$ cat config.mk
export PLATFORM = sky130hd
export DESIGN_NAME = coderom_bus_ctl
export DESIGN_NICKNAME = d
export VERILOG_FILES = /design/src/rtl/coderom_bus_ctl.sv
export SDC_FILE = /design/constraint.sdc
export NUM_CORES = 1
export LEC_CHECK = 0
export BUFFER_PORTS_ARGS = -buffer_cell sky130_fd_sc_hd__buf_4
export CAP_MARGIN = 20
export CORE_ASPECT_RATIO = 0.9
export CORE_MARGIN = 10
export CORE_UTILIZATION = 40
export DETAILED_ROUTE_END_ITERATION = 6
export GPL_ROUTABILITY_DRIVEN = 0
export GPL_TIMING_DRIVEN = 0
export HOLD_SLACK_MARGIN = 0.08
export PLACE_DENSITY = 0.72
export SLEW_MARGIN = 20
export SYNTH_ARGS = -nofsm -noshare
export SYNTH_HDL_FRONTEND = slang
export SYNTH_SLANG_ARGS = --single-unit
export TNS_END_PERCENT = 100
$ cat constraint.sdc
create_clock -name clk -period 2.5 [get_ports clk]
set_input_delay 0.375 -clock clk [delete_from_list [all_inputs] [get_ports clk]]
set_output_delay 0.375 -clock clk [all_outputs]
set_load 0.02 [all_outputs]
$ cat src/rtl/coderom_bus_ctl.sv
// coderom_bus_ctl: 68000-side bus controller for the 4x(8Kx16) program ROM bank.
// It decodes CPU accesses to the ROM region and latches the word address. It drives the bank's
// active-low chip enables and 13-bit address. It waits out the bank's one-clock registered read
// latency, then captures the read word and returns DTACK after WAIT_STATES extra clocks.
// Optional build macro: CODEROM_WRITE_TRAP_EN
//   undefined : writes to the ROM region are acknowledged as silent no-ops; cpu_berr_n tied high.
//   defined   : writes to the ROM region raise BERR two clocks after the hit instead of DTACK.
module coderom_bus_ctl #(
  parameter int unsigned WAIT_STATES = 1,      // 0..7 extra clocks between capture and DTACK
  parameter logic [7:0]  ROM_BASE    = 8'h00   // cpu_a[23:16] value of the 64 KB ROM window
) (
  input  logic        clk,
  input  logic        reset_n,
  input  logic [23:1] cpu_a,
  input  logic        cpu_as_n,
  input  logic        cpu_rw,
  input  logic        cpu_uds_n,
  input  logic        cpu_lds_n,
  output logic [15:0] cpu_d_out,
  output logic        cpu_dtack_n,
  output logic        cpu_berr_n,
  output logic [12:0] rom_a,
  output logic [3:0]  rom_ce_n,
  input  logic [15:0] rom_q,
  output logic        busy
);

  typedef enum logic [2:0] {
    ST_IDLE = 3'd0,
    ST_ADDR = 3'd1,
    ST_DATA = 3'd2,
    ST_WAIT = 3'd3,
    ST_ACK  = 3'd4,
    ST_BERR = 3'd5
  } state_t;

`ifdef CODEROM_WRITE_TRAP_EN
  localparam bit WRITE_TRAP = 1'b1;
`else
  localparam bit WRITE_TRAP = 1'b0;
`endif

  state_t      state_reg, state_next;
  logic        is_read_reg, is_read_next;
  logic [2:0]  wait_cnt_reg, wait_cnt_next;
  logic [3:0]  ce_n_reg, ce_n_next;
  logic [12:0] rom_a_reg, rom_a_next;
  logic [15:0] d_out_reg, d_out_next;
  logic        dtack_n_reg, dtack_n_next;
  logic        hit;

  // A ROM-region access with at least one byte strobe active; byte strobes never gate the read.
  assign hit = ~cpu_as_n & (cpu_a[23:16] == ROM_BASE) & (~cpu_uds_n | ~cpu_lds_n);

  // State register; async reset returns the controller to IDLE from anywhere.
  always_ff @(posedge clk or negedge reset_n) begin
    if (!reset_n) begin
      state_reg <= ST_IDLE;
    end else begin
      state_reg <= state_next;
    end
  end

  // Next-state logic; AS# going high before DTACK aborts the cycle without acknowledging it.
  always_comb begin
    state_next = state_reg;
    case (state_reg)
      ST_IDLE: begin
        if (hit) state_next = ST_ADDR;
      end
      ST_ADDR: begin
        state_next = cpu_as_n ? ST_IDLE : ST_DATA;
      end
      ST_DATA: begin
        if (cpu_as_n)                      state_next = ST_IDLE;
        else if (WRITE_TRAP && !is_read_reg) state_next = ST_BERR;
        else if (WAIT_STATES == 0)         state_next = ST_ACK;
        else                               state_next = ST_WAIT;
      end
      ST_WAIT: begin
        if (cpu_as_n)                  state_next = ST_IDLE;
        else if (wait_cnt_reg == 3'd1) state_next = ST_ACK;
        else                           state_next = ST_WAIT;
      end
      ST_ACK: begin
        if (cpu_as_n) state_next = ST_IDLE;
      end
      ST_BERR: begin
        if (cpu_as_n) state_next = ST_IDLE;
      end
      default: state_next = ST_IDLE;
    endcase
  end

  // Output/datapath next values; every CPU- and ROM-facing output is a register loaded from here.
  always_comb begin
    is_read_next  = is_read_reg;
    wait_cnt_next = wait_cnt_reg;
    ce_n_next     = ce_n_reg;
    rom_a_next    = rom_a_reg;
    d_out_next    = d_out_reg;
    dtack_n_next  = (state_next != ST_ACK);

    if (state_reg == ST_IDLE) begin
      // Latch direction and, for reads only, the word address and chip select at the hit edge.
      if (hit) begin
        is_read_next = cpu_rw;
        if (cpu_rw) begin
          rom_a_next             = cpu_a[13:1];
          ce_n_next              = 4'hF;
          ce_n_next[cpu_a[15:14]] = 1'b0;
        end
      end
    end else if (state_next == ST_IDLE) begin
      // Leaving an access (completion or abort) always deselects the whole bank.
      ce_n_next = 4'hF;
    end

    // The bank registered its data one clock after the address; take it unless aborted.
    if (state_reg == ST_DATA && !cpu_as_n) begin
      wait_cnt_next = 3'(WAIT_STATES);
      if (is_read_reg) d_out_next = rom_q;
    end

    if (state_reg == ST_WAIT && !cpu_as_n) begin
      wait_cnt_next = wait_cnt_reg - 3'd1;
    end
  end

  // Output and datapath registers.
  always_ff @(posedge clk or negedge reset_n) begin
    if (!reset_n) begin
      is_read_reg  <= 1'b0;
      wait_cnt_reg <= 3'd0;
      ce_n_reg     <= 4'hF;
      rom_a_reg    <= 13'd0;
      d_out_reg    <= 16'd0;
      dtack_n_reg  <= 1'b1;
    end else begin
      is_read_reg  <= is_read_next;
      wait_cnt_reg <= wait_cnt_next;
      ce_n_reg     <= ce_n_next;
      rom_a_reg    <= rom_a_next;
      d_out_reg    <= d_out_next;
      dtack_n_reg  <= dtack_n_next;
    end
  end

`ifdef CODEROM_WRITE_TRAP_EN
  logic berr_n_reg;

  // Bus error is asserted for the whole time the FSM sits in the trap state.
  always_ff @(posedge clk or negedge reset_n) begin
    if (!reset_n) begin
      berr_n_reg <= 1'b1;
    end else begin
      berr_n_reg <= (state_next != ST_BERR);
    end
  end

  assign cpu_berr_n = berr_n_reg;
`else
  assign cpu_berr_n = 1'b1;
`endif

  assign cpu_d_out   = d_out_reg;
  assign cpu_dtack_n = dtack_n_reg;
  assign rom_a       = rom_a_reg;
  assign rom_ce_n    = ce_n_reg;
  assign busy        = (state_reg != ST_IDLE);

endmodule
======== Yosys cells after proc, flatten, opt, wreduce, memory -nomap -nowiden ========
Index checks and enable logic that the tools add are counted.
operators by class
  reductions and logical operators ........ 15
  multiplexer cells ....................... 15
  add/sub/neg operators ................... 1
  eq/ne operators ......................... 9
  order comparisons ....................... 2
  bitwise gates (word level) .............. 7
operator list
  cell                                                  number
  two-way mux 3 bit                                     6
  two-way mux 4 bit                                     4
  case mux 3 bit (5 select lines)                       1
  zero test 8 bit                                       1
  == test 3 x 1 -> 1 bit (second input constant)        2
  == test 3 x 2 -> 1 bit (second input constant)        2
  == test 3 bit (second input constant)                 2
  zero test 3 bit                                       2
  AND reduction 3 bit                                   2
  two-way mux 2 bit                                     2
  inequality test 2 bit (second input constant)         2
  inverter 4 bit                                        1
  AND reduction 2 bit                                   2
  nonzero test 2 bit                                    2
  logical AND 1 bit                                     3
  < comparator 2 x 3 -> 1 bit (second input constant)   1
  inequality test 3 bit (second input constant)         1
  inverter 1 bit                                        3
  nonzero test 3 bit                                    1
  subtractor 3 x 1 -> 3 bit (second input constant)     1
  AND 1 bit                                             2
  demux 1 bit (select 2 bit)                            1
  >= comparator 2 x 1 -> 1 bit (second input constant)  1
  OR reduction 2 bit                                    1
  3 further kinds                                       3
storage, ports and cells
  flip-flop bits (word level) ............. 41

======== Depth between registers and ports, before layout ========
Gate-level depths: netlist (run 1).
  depth in word-level cells ............... 8
  mapped depth ............................ 6
  depth with buffers taken out ............ 6

======== Worst setup path before layout (run 1) ========
Ideal clock, no wire load.
  path kind ............................... input-to-reg
  start ................................... in cpu_a[17] (netlist bit)
  end ..................................... reg rom_a_reg[10] (netlist: rom_a[10])
  path slack .............................. 0.512 ns
  data required time ...................... 2.375 ns
  data arrival time ....................... 1.863 ns
  stages on the path ...................... 4
  cell sequence ........................... or4_4 nor4_4 buf_8 mux2_4
between the ends
  cells in the longest elaborated chain, start to end .. 4
ends and longest elaborated chain
  element                               RTL line  text
  from (decl)                           14        input logic [23:1] cpu_a,
  zero test 8 bit                       53        assign hit = ~cpu_as_n & (cpu_a[23:16] == ROM_BASE) & (~cpu_uds_n | ~cpu_lds_n);
  AND 1 bit (2 in series)               53
  AND reduction 3 bit (no source line)  -
  to (signal assigned)                  143       rom_a_reg <= rom_a_next;
  to (decl)                             47        logic [12:0] rom_a_reg, rom_a_next;
No other way between the ends.
A chain may end at the register's enable or synchronous reset.

======== Worst setup path after layout (run 1) ========
  start ................................... reg state_reg[2]
  end ..................................... reg rom_a_reg[11] (netlist: rom_a[11])
between the ends
  cells in the longest elaborated chain, start to end .. 2
ends and longest elaborated chain
  element                               RTL line  text
  from (decl)                           43        state_t state_reg, state_next;
  from (signal assigned)                60        state_reg <= state_next;
  zero test 3 bit                       104       if (state_reg == ST_IDLE) begin
  AND reduction 3 bit (no source line)  -
No other way between the ends.

==> summary.md, run 1 <==
| Metric | Value |
|---|---|
| Max-slew headroom | `a little over three fifths` |
| Initial antenna violation count | `0` |
| Crit-path max cell delay | `around 0.56 ns` |
| Worst Path Max Fanout | `10` |
| Total Wirelength | `between 4000 and 5000 microns` |
| Final worst path period share | `84.76%` |
| DP Area | `around 2500 sq um` |
| Num rows | `23` |
| Switching Power | `between 0.3 and 0.4 mW` |
| Post-synth cell types | `34` |
| #FFs+latches synth | `41` |
| Non-Filler Instances | `about 280` |
| VDD IR-drop max | `around 300 uV` |
| Layout cells sized above 1 | `between 60% and 70%` |
| Max reg flops | `16` |
| Slew at the pin closest to its max-slew limit | `around 0.55 ns` |
| Max-Cap Viols | `0` |
| Die area | `about 7600 sq um` |
| RSZ-0062 raised after global routing | `false` |
| Pre-CTS setup slack | `0.2795 ns` |
| Port Buffer Count | `78` |
| Status | `finished clean` |
| Fmax | `between 0.4 and 0.5 GHz` |
| Syn Area/Cell | `between 10 and 15 sq um` |
| First-pass DRT Iterations | `4` |
| GRT Total Usage | `a little under an eighth` |
| CP cell instances | `nor3_2, inv_4, nor4_4, buf_8, mux2_4` |
| Worst setup margin | `0.3811 ns` |
| Clk slew on worst S/H paths | `0.08 ns` |
| Post-route DRC violation count | `0` |
| Chip width | `90.67 microns` |
| Sequential cell area | `about 1000 sq um` |
| Internal power | `1.132 mW` |
| CP required | `about 2.7 ns` |
| Hold Path Class | `primary input to flop` |
| CTS tree | `yes` |
| Synth top area share | `between 50% and 60%` |
| Hold buffers post-CTS | `1` |
| HPWL after detailed placement | `3352 microns` |
| LEAKAGE | `approximately 1.3 nW` |
| Largest net degree at the start of global routing | `42` |
| Vias in the first global route | `approximately 1500` |
| Nets | `roughly 260` |
| Dominant cell type by area after synthesis | `dfrtp_1` |
| Vias | `~1300` |
| YS warnings | `0` |
| Post-route ant nets | `0` |
| Power per cell area | `around 560 nW/um^2` |
| Most frequent cells in the layout | `buf_4, dfrtp_1, mux2_2` |
| Clock Power Share | `between 30% and 40%` |
| Post-CTS setup buffers | `0` |
| Setup TNS Final | `0 ns` |
| Combinational Power Share | `between 10% and 20%` |
| CTS Buffer Depth | `2` |
| I/O pins | `just over 80` |
| Switching Fraction | `approximately 22%` |
| Clock root buffer | `clkbuf_8` |
| First-pass GRT wire length | `between 7000 and 8000 microns` |
| CTS H-Tree Depth | `2` |
| PostCTS Resize Cnt | `0` |
| Skew-Pair Late Insertion Delay | `between 0.2 and 0.3 ns` |
| Final instance area | `2591 sq um` |
| Setup Skew | `between 0.01 and 0.015 ns` |
| Antenna cells | `0` |
| Clk sink count | `slightly above 40` |
| Worst EP arrival | `between 2 and 2.5 ns` |
| Commonest non-fill, non-tap cell in the layout | `buf_4` |
| GRT overflow | `0` |
| Worst setup SP type | `flop` |
| Drt first-iter violations | `56` |
| CP endpoint kind | `flop` |
| Area of the multi-input gates | `about 720 sq um` |
| Final setup violation count | `0` |
| Fill cell count | `between 300 and 400` |
| Synth Cell Area | `1798 sq um` |
| Syn nets | `approximately 170` |
| Die Height | `83.61 microns` |
| Fin crit period | `2.119 ns` |
| Core Box Area | `between 4000 and 5000 sq um` |
| Via density | `roughly 4.7` |
| Routed len/inst | `between 15 and 20 microns` |
| Initial Util | `around two fifths` |
| Sequential share of the synthesized area | `roughly 57%` |
| TritonCTS Buffers | `5` |
| Synth Instances | `roughly 130` |
| Layout area overhead | `44.12%` |
| Kind of critical path | `flop to flop` |
| Max stage delay cell, worst path | `nor4_4` |
| Sequential power share | `49.3%` |
| Pins Over Slew Limit | `0` |
| Dpl cells | `about 270` |
| Synth top area cells | `dfrtp_1, mux2_2, mux2_4, dfstp_2, o21ai_0` |
| Final Hold Violating Endpoints | `0` |
-- cell type report --
class	count	area share [%]
Clock buffer	6	3.187
Sequential cell	41	39.84
Multi-Input combinational cell	77	27.67
Buffer	4	1.207
Timing Repair Buffer	79	22.98
Clock inverter	2	1.449
Inverter	4	0.6760
Tap cell	62	2.994
-- per-layer routing --
layer | vias to the layer above | part of all wire (%) | global-route usage (%)
li1 | 610 | - | -
met1 | 620 | 38 | 12.89
met2 | 56 | 49 | 18.14
met3 | 5 | 12 | 6.835
met4 | 0 | 0.89 | 3.035
met5 | - | 0 | 0
-- Yosys cell counts, drive strengths merged --
cell and number:
nand2 4, ha 2, a21o 2, inv 4, nand3 4, mux2 33, or4b 1, clkbuf 1
nand2b 2, dfrtp 36, or4 1, nor4 1, nand3b 1, a211o 1, buf 3, dfstp 5
o21a 1, and2b 1, conb 1, a21oi 1, o21ai 6, or3 2, o22a 2, nor3 2
a2111oi 1, or2b 1, nor2 7
-- stage by stage --
| step | hold slack (ns) | total power [mW] | utilization (%) |
|---|---|---|---|
| 3_5_place_dp | 0.3856 | 0.9189 | 55.90 |
| 3_3_place_gp | 0.3911 | 0.9144 | 55.90 |
| 6_report | 0.3089 | 1.458 | 58.85 |
| 2_1_floorplan | 0.07941 | 0.8087 | - |
| 4_1_cts | 0.3011 | 1.476 | 58.85 |
| 5_1_grt | 0.2885 | 1.531 | 58.85 |
-- final timing paths --
| path | from | endpoint | slack, ns | depth (start not counted) |
|---|---|---|---|---|
| worst max-delay path | state_reg[2] | rom_a[11] | 0.38 | 5 |
| worst min-delay path | cpu_a[10] | rom_a[9] | 0.31 | 2 |
| worst max register to register | state_reg[2] | rom_a[11] | 0.38 | 5 |
| worst min register to register | is_read_reg | is_read_reg | 0.49 | 1 |
| max in group asynchronous | reset_n | cpu_dtack_n | 1.53 | 2 |
| min in group asynchronous | reset_n | cpu_d_out[11] | 0.60 | 2 |
-- critical path, delay by kind of cell (launching register included) --
| kind | cells | cell delay, ns |
|---|---|---|
| multiplexers | 1 | 0.31 |
| AND/OR/NAND/NOR | 2 | 0.94 |
| flip-flops | 1 | 0.45 |
| buffers and inverters | 2 | 0.31 |
-- power by group through the flow --
stage,combinational (mW),sequential [mW],clock (mW)
6_report,0.187,0.719,0.552
5_1_grt,0.205,0.723,0.604
4_1_cts,0.191,0.719,0.566
3_5_place_dp,0.190,0.729,0
3_3_place_gp,0.184,0.731,0
2_1_floorplan,0.0542,0.754,0
-- cell families (layout without fill, tap and decap cells) --
| family | after synthesis | after routing | share of synthesized area (%) |
|---|---|---|---|
| DFF | 41 | 41 | 57.41 |
| muxes | 33 | 33 | 23.38 |
| adders and majority gates | 2 | 2 | 1.392 |
| buffers and inverters | 8 | 95 | 2.714 |
| and+or+nand+nor | 27 | 27 | 9.673 |
| AOI/OAI and AO/OA | 14 | 14 | 5.220 |
| other | 1 | 1 | 0.2086 |
Note: power is estimated with default switching activity, not from simulation.
==> run 2, diff against run 1 <==
==> constraint.sdc (replaced) <==
create_clock -name clk -period 2.1 [get_ports clk]
set_input_delay 0.315 -clock clk [delete_from_list [all_inputs] [get_ports clk]]
set_output_delay 0.315 -clock clk [all_outputs]
set_load 0.02 [all_outputs]
==> run 2 against run 1 <==
  * Critical path depth stayed put
  * Non-clock buffer count rose by 3
  * Combinational power is 19% higher
  * Via count rose by 1.0%
  * Largest power group unchanged
  * Routed wire length grew 0.61%
  * Largest cell class unchanged
  * Design area increased by 0.87%
==> summary.md, run 2 (synthesis gave the netlist of run 1 again) <==
| Metric | Value |
|---|---|
| Switching Power | `0.3884 mW (was 0.3259 mW)` |
| Fin crit period | `1.960 ns (was 2.119 ns)` |
| Final Hold Violating Endpoints | `0 (unchanged)` |
| GRT Total Usage | `11.51% (unchanged)` |
| CP required | `2.28 ns (was 2.68 ns)` |
| LEAKAGE | `1.363 nW (was 1.347 nW)` |
| Worst hold slack | `0.2479 ns (was 0.3089 ns)` |
| CTS tree | `yes (unchanged)` |
| Clk sink count | `41 (unchanged)` |
| VDD IR-drop max | `377.9 uV (was 300.5 uV)` |
| CP endpoint kind | `flop (unchanged)` |
| Commonest non-fill, non-tap cell in the layout | `buf_4 (unchanged)` |
| Sequential power share | `49.3% (about the same)` |
| First-pass GRT wire length | `7224 microns (unchanged)` |
| Max-slew headroom | `66.50% (was 63.27%)` |
| Via density | `4.691 (was 4.695)` |
| Initial antenna violation count | `0 (unchanged)` |
| Final worst path period share | `93.31% (was 84.76%)` |
| Skew-Pair Late Insertion Delay | `0.29 ns (about the same)` |
| HPWL after detailed placement | `3352 microns (unchanged)` |
| TritonCTS Buffers | `5 (unchanged)` |
| Layout area overhead | `45.37% (was 44.12%)` |
| Pins Over Slew Limit | `0 (unchanged)` |
| Final setup violation count | `0 (unchanged)` |
| I/O pins | `81 (unchanged)` |
| Hold Path Class | `primary input to flop (unchanged)` |
| Initial Util | `40.84% (unchanged)` |
| Vias in the first global route | `1481 (unchanged)` |
| Num rows | `23 (unchanged)` |
| RSZ-0062 raised after global routing | `false (unchanged)` |
| Crit-path max cell delay | `0.45 ns (was 0.56 ns)` |
| GRT overflow | `0 (unchanged)` |
| First-pass DRT Iterations | `4 (unchanged)` |
| Most frequent cells in the layout | `buf_4, dfrtp_1, mux2_2 (unchanged)` |
| Routed len/inst | `15.45 microns (was 15.52 microns)` |
| Die area | `7580 sq um (unchanged)` |
| Max reg flops | `16 (unchanged)` |
| Status | `finished clean (unchanged)` |
| Worst Path Max Fanout | `7 (was 10)` |
| Post-route DRC violation count | `0 (unchanged)` |
| Setup Skew | `0.01066 ns (about the same)` |
| Layout cells sized above 1 | `62.96% (was 62.44%)` |
| Core Box Area | `4403 sq um (unchanged)` |
| Chip width | `90.67 microns (unchanged)` |
| Kind of critical path | `flop to flop (unchanged)` |
| Worst EP arrival | `2.14 ns (was 2.30 ns)` |
| Fmax | `0.5103 GHz (was 0.4719 GHz)` |
| Worst path buffer plus inverter count | `2 (unchanged)` |
| Port Buffer Count | `78 (unchanged)` |
| Max stage delay cell, worst path | `dfrtp_1 (was nor4_4)` |
| CTS H-Tree Depth | `2 (unchanged)` |
| Max-Cap Viols | `0 (unchanged)` |
| Drt first-iter violations | `40 (was 56)` |
| Worst setup SP type | `flop (unchanged)` |
| Dpl cells | `266 (unchanged)` |
| Internal power | `1.347 mW (was 1.132 mW)` |
| Combinational Power Share | `12.8% (about the same)` |
| Clk slew on worst S/H paths | `0.08 ns (about the same)` |
| CTS Buffer Depth | `2 (unchanged)` |
| Nets | `262 (was 259)` |
| Post-route ant nets | `0 (unchanged)` |
| Slew at the pin closest to its max-slew limit | `0.5025 ns (was 0.5468 ns)` |
| Clock Power Share | `37.9% (about the same)` |
| Vias | `1304 (was 1291)` |
| Antenna cells | `0 (unchanged)` |
| Non-Filler Instances | `278 (was 275)` |
| CP cell instances | `nor3_2, inv_4, nor4_4, buf_4, mux2_2 (was nor3_2, inv_4, nor4_4, buf_8, mux2_4)` |
| Power per cell area | `664.1 nW/um^2 (was 562.5 nW/um^2)` |
| Largest net degree at the start of global routing | `42 (unchanged)` |
| Switching Fraction | `22.38% (was 22.36%)` |
| Die Height | `83.61 microns (unchanged)` |
| Delay-heaviest family, CP | `simple AND/OR/NAND/NOR gates (unchanged)` |
| Total Wirelength | `4295 microns (was 4269 microns)` |
| Clock root buffer | `clkbuf_8 (unchanged)` |
[run 2: changes by cell type in the layout (fill, tap and decap cells not counted), sizes merged]
cell / previous run / this run
buf: 81 / 84
[run 2: worst paths after layout]
kind	start	to	slack, ns	cells past startpoint
min in group asynchronous	reset_n	cpu_d_out[11]	0.55	2
setup reg to reg	state_reg[2]	rom_a[1]	0.14	5
hold reg to reg	is_read_reg	is_read_reg	0.49	1
setup / recovery	state_reg[2]	rom_a[1]	0.14	5
hold / removal	cpu_a[10]	rom_a[9]	0.25	2
max in group asynchronous	reset_n	cpu_dtack_n	1.19	2
[run 2: power groups by stage]
stage / combinational, mW / clock [mW] / sequential (mW)
detailed placement: 0.226 / 0 / 0.868
CTS: 0.227 / 0.673 / 0.856
global route: 0.244 / 0.719 / 0.861
finish: 0.222 / 0.657 / 0.856
global placement: 0.219 / 0 / 0.870
floorplan: 0.0646 / 0 / 0.898
[run 2: metal layers]
metal	global-route usage [%]	part of all wire, %	vias to the layer above	wire length [microns]
met5	0	0	-	0
met1	12.89	38	631	1651
li1	-	-	614	-
met2	18.14	49	54	2113
met4	3.035	0.88	0	38
met3	6.835	11	5	492
[run 2: cell type report]
type,count,area (sq um)
fillers,383,1789
flip-flops and latches,41,1032
multi-input cells,77,716.9
repair buffers,82,618.1
clock buffers,6,82.58
well taps,62,77.57
clock inverters,2,37.54
plain buffers,4,31.28
inverters,4,17.52
[run 2: per-stage QoR]
| stage | util, % | cell area, sq um | setup TNS (ns) | power [mW] | worst slack (ns) |
|---|---|---|---|---|---|
| finish | 59.36 | 2614 | 0 | 1.736 | 0.1405 |
| global route | 59.36 | 2614 | 0 | 1.823 | 0.04151 |
| CTS | 58.85 | 2591 | 0 | 1.757 | 0.009820 |
| detailed placement | 55.90 | 2461 | -0.5099 | 1.094 | -0.06050 |
| global placement | 55.90 | 2461 | -0.5485 | 1.089 | -0.06498 |
| floorplan | - | 1798 | 0 | 0.9628 | 0.1250 |
[run 2: what timing repair did]
| action | in CTS | in global routing |
|---|---|---|
| buffers inserted | 0 | 3 |
| endpoints found under the hold margin | 36 | 0 |
| resized for setup | 0 | 0 |
| pin swaps | 1 | 1 |
| endpoints found under the setup margin | 9 | 9 |
| hold buffers | 1 | 0 |
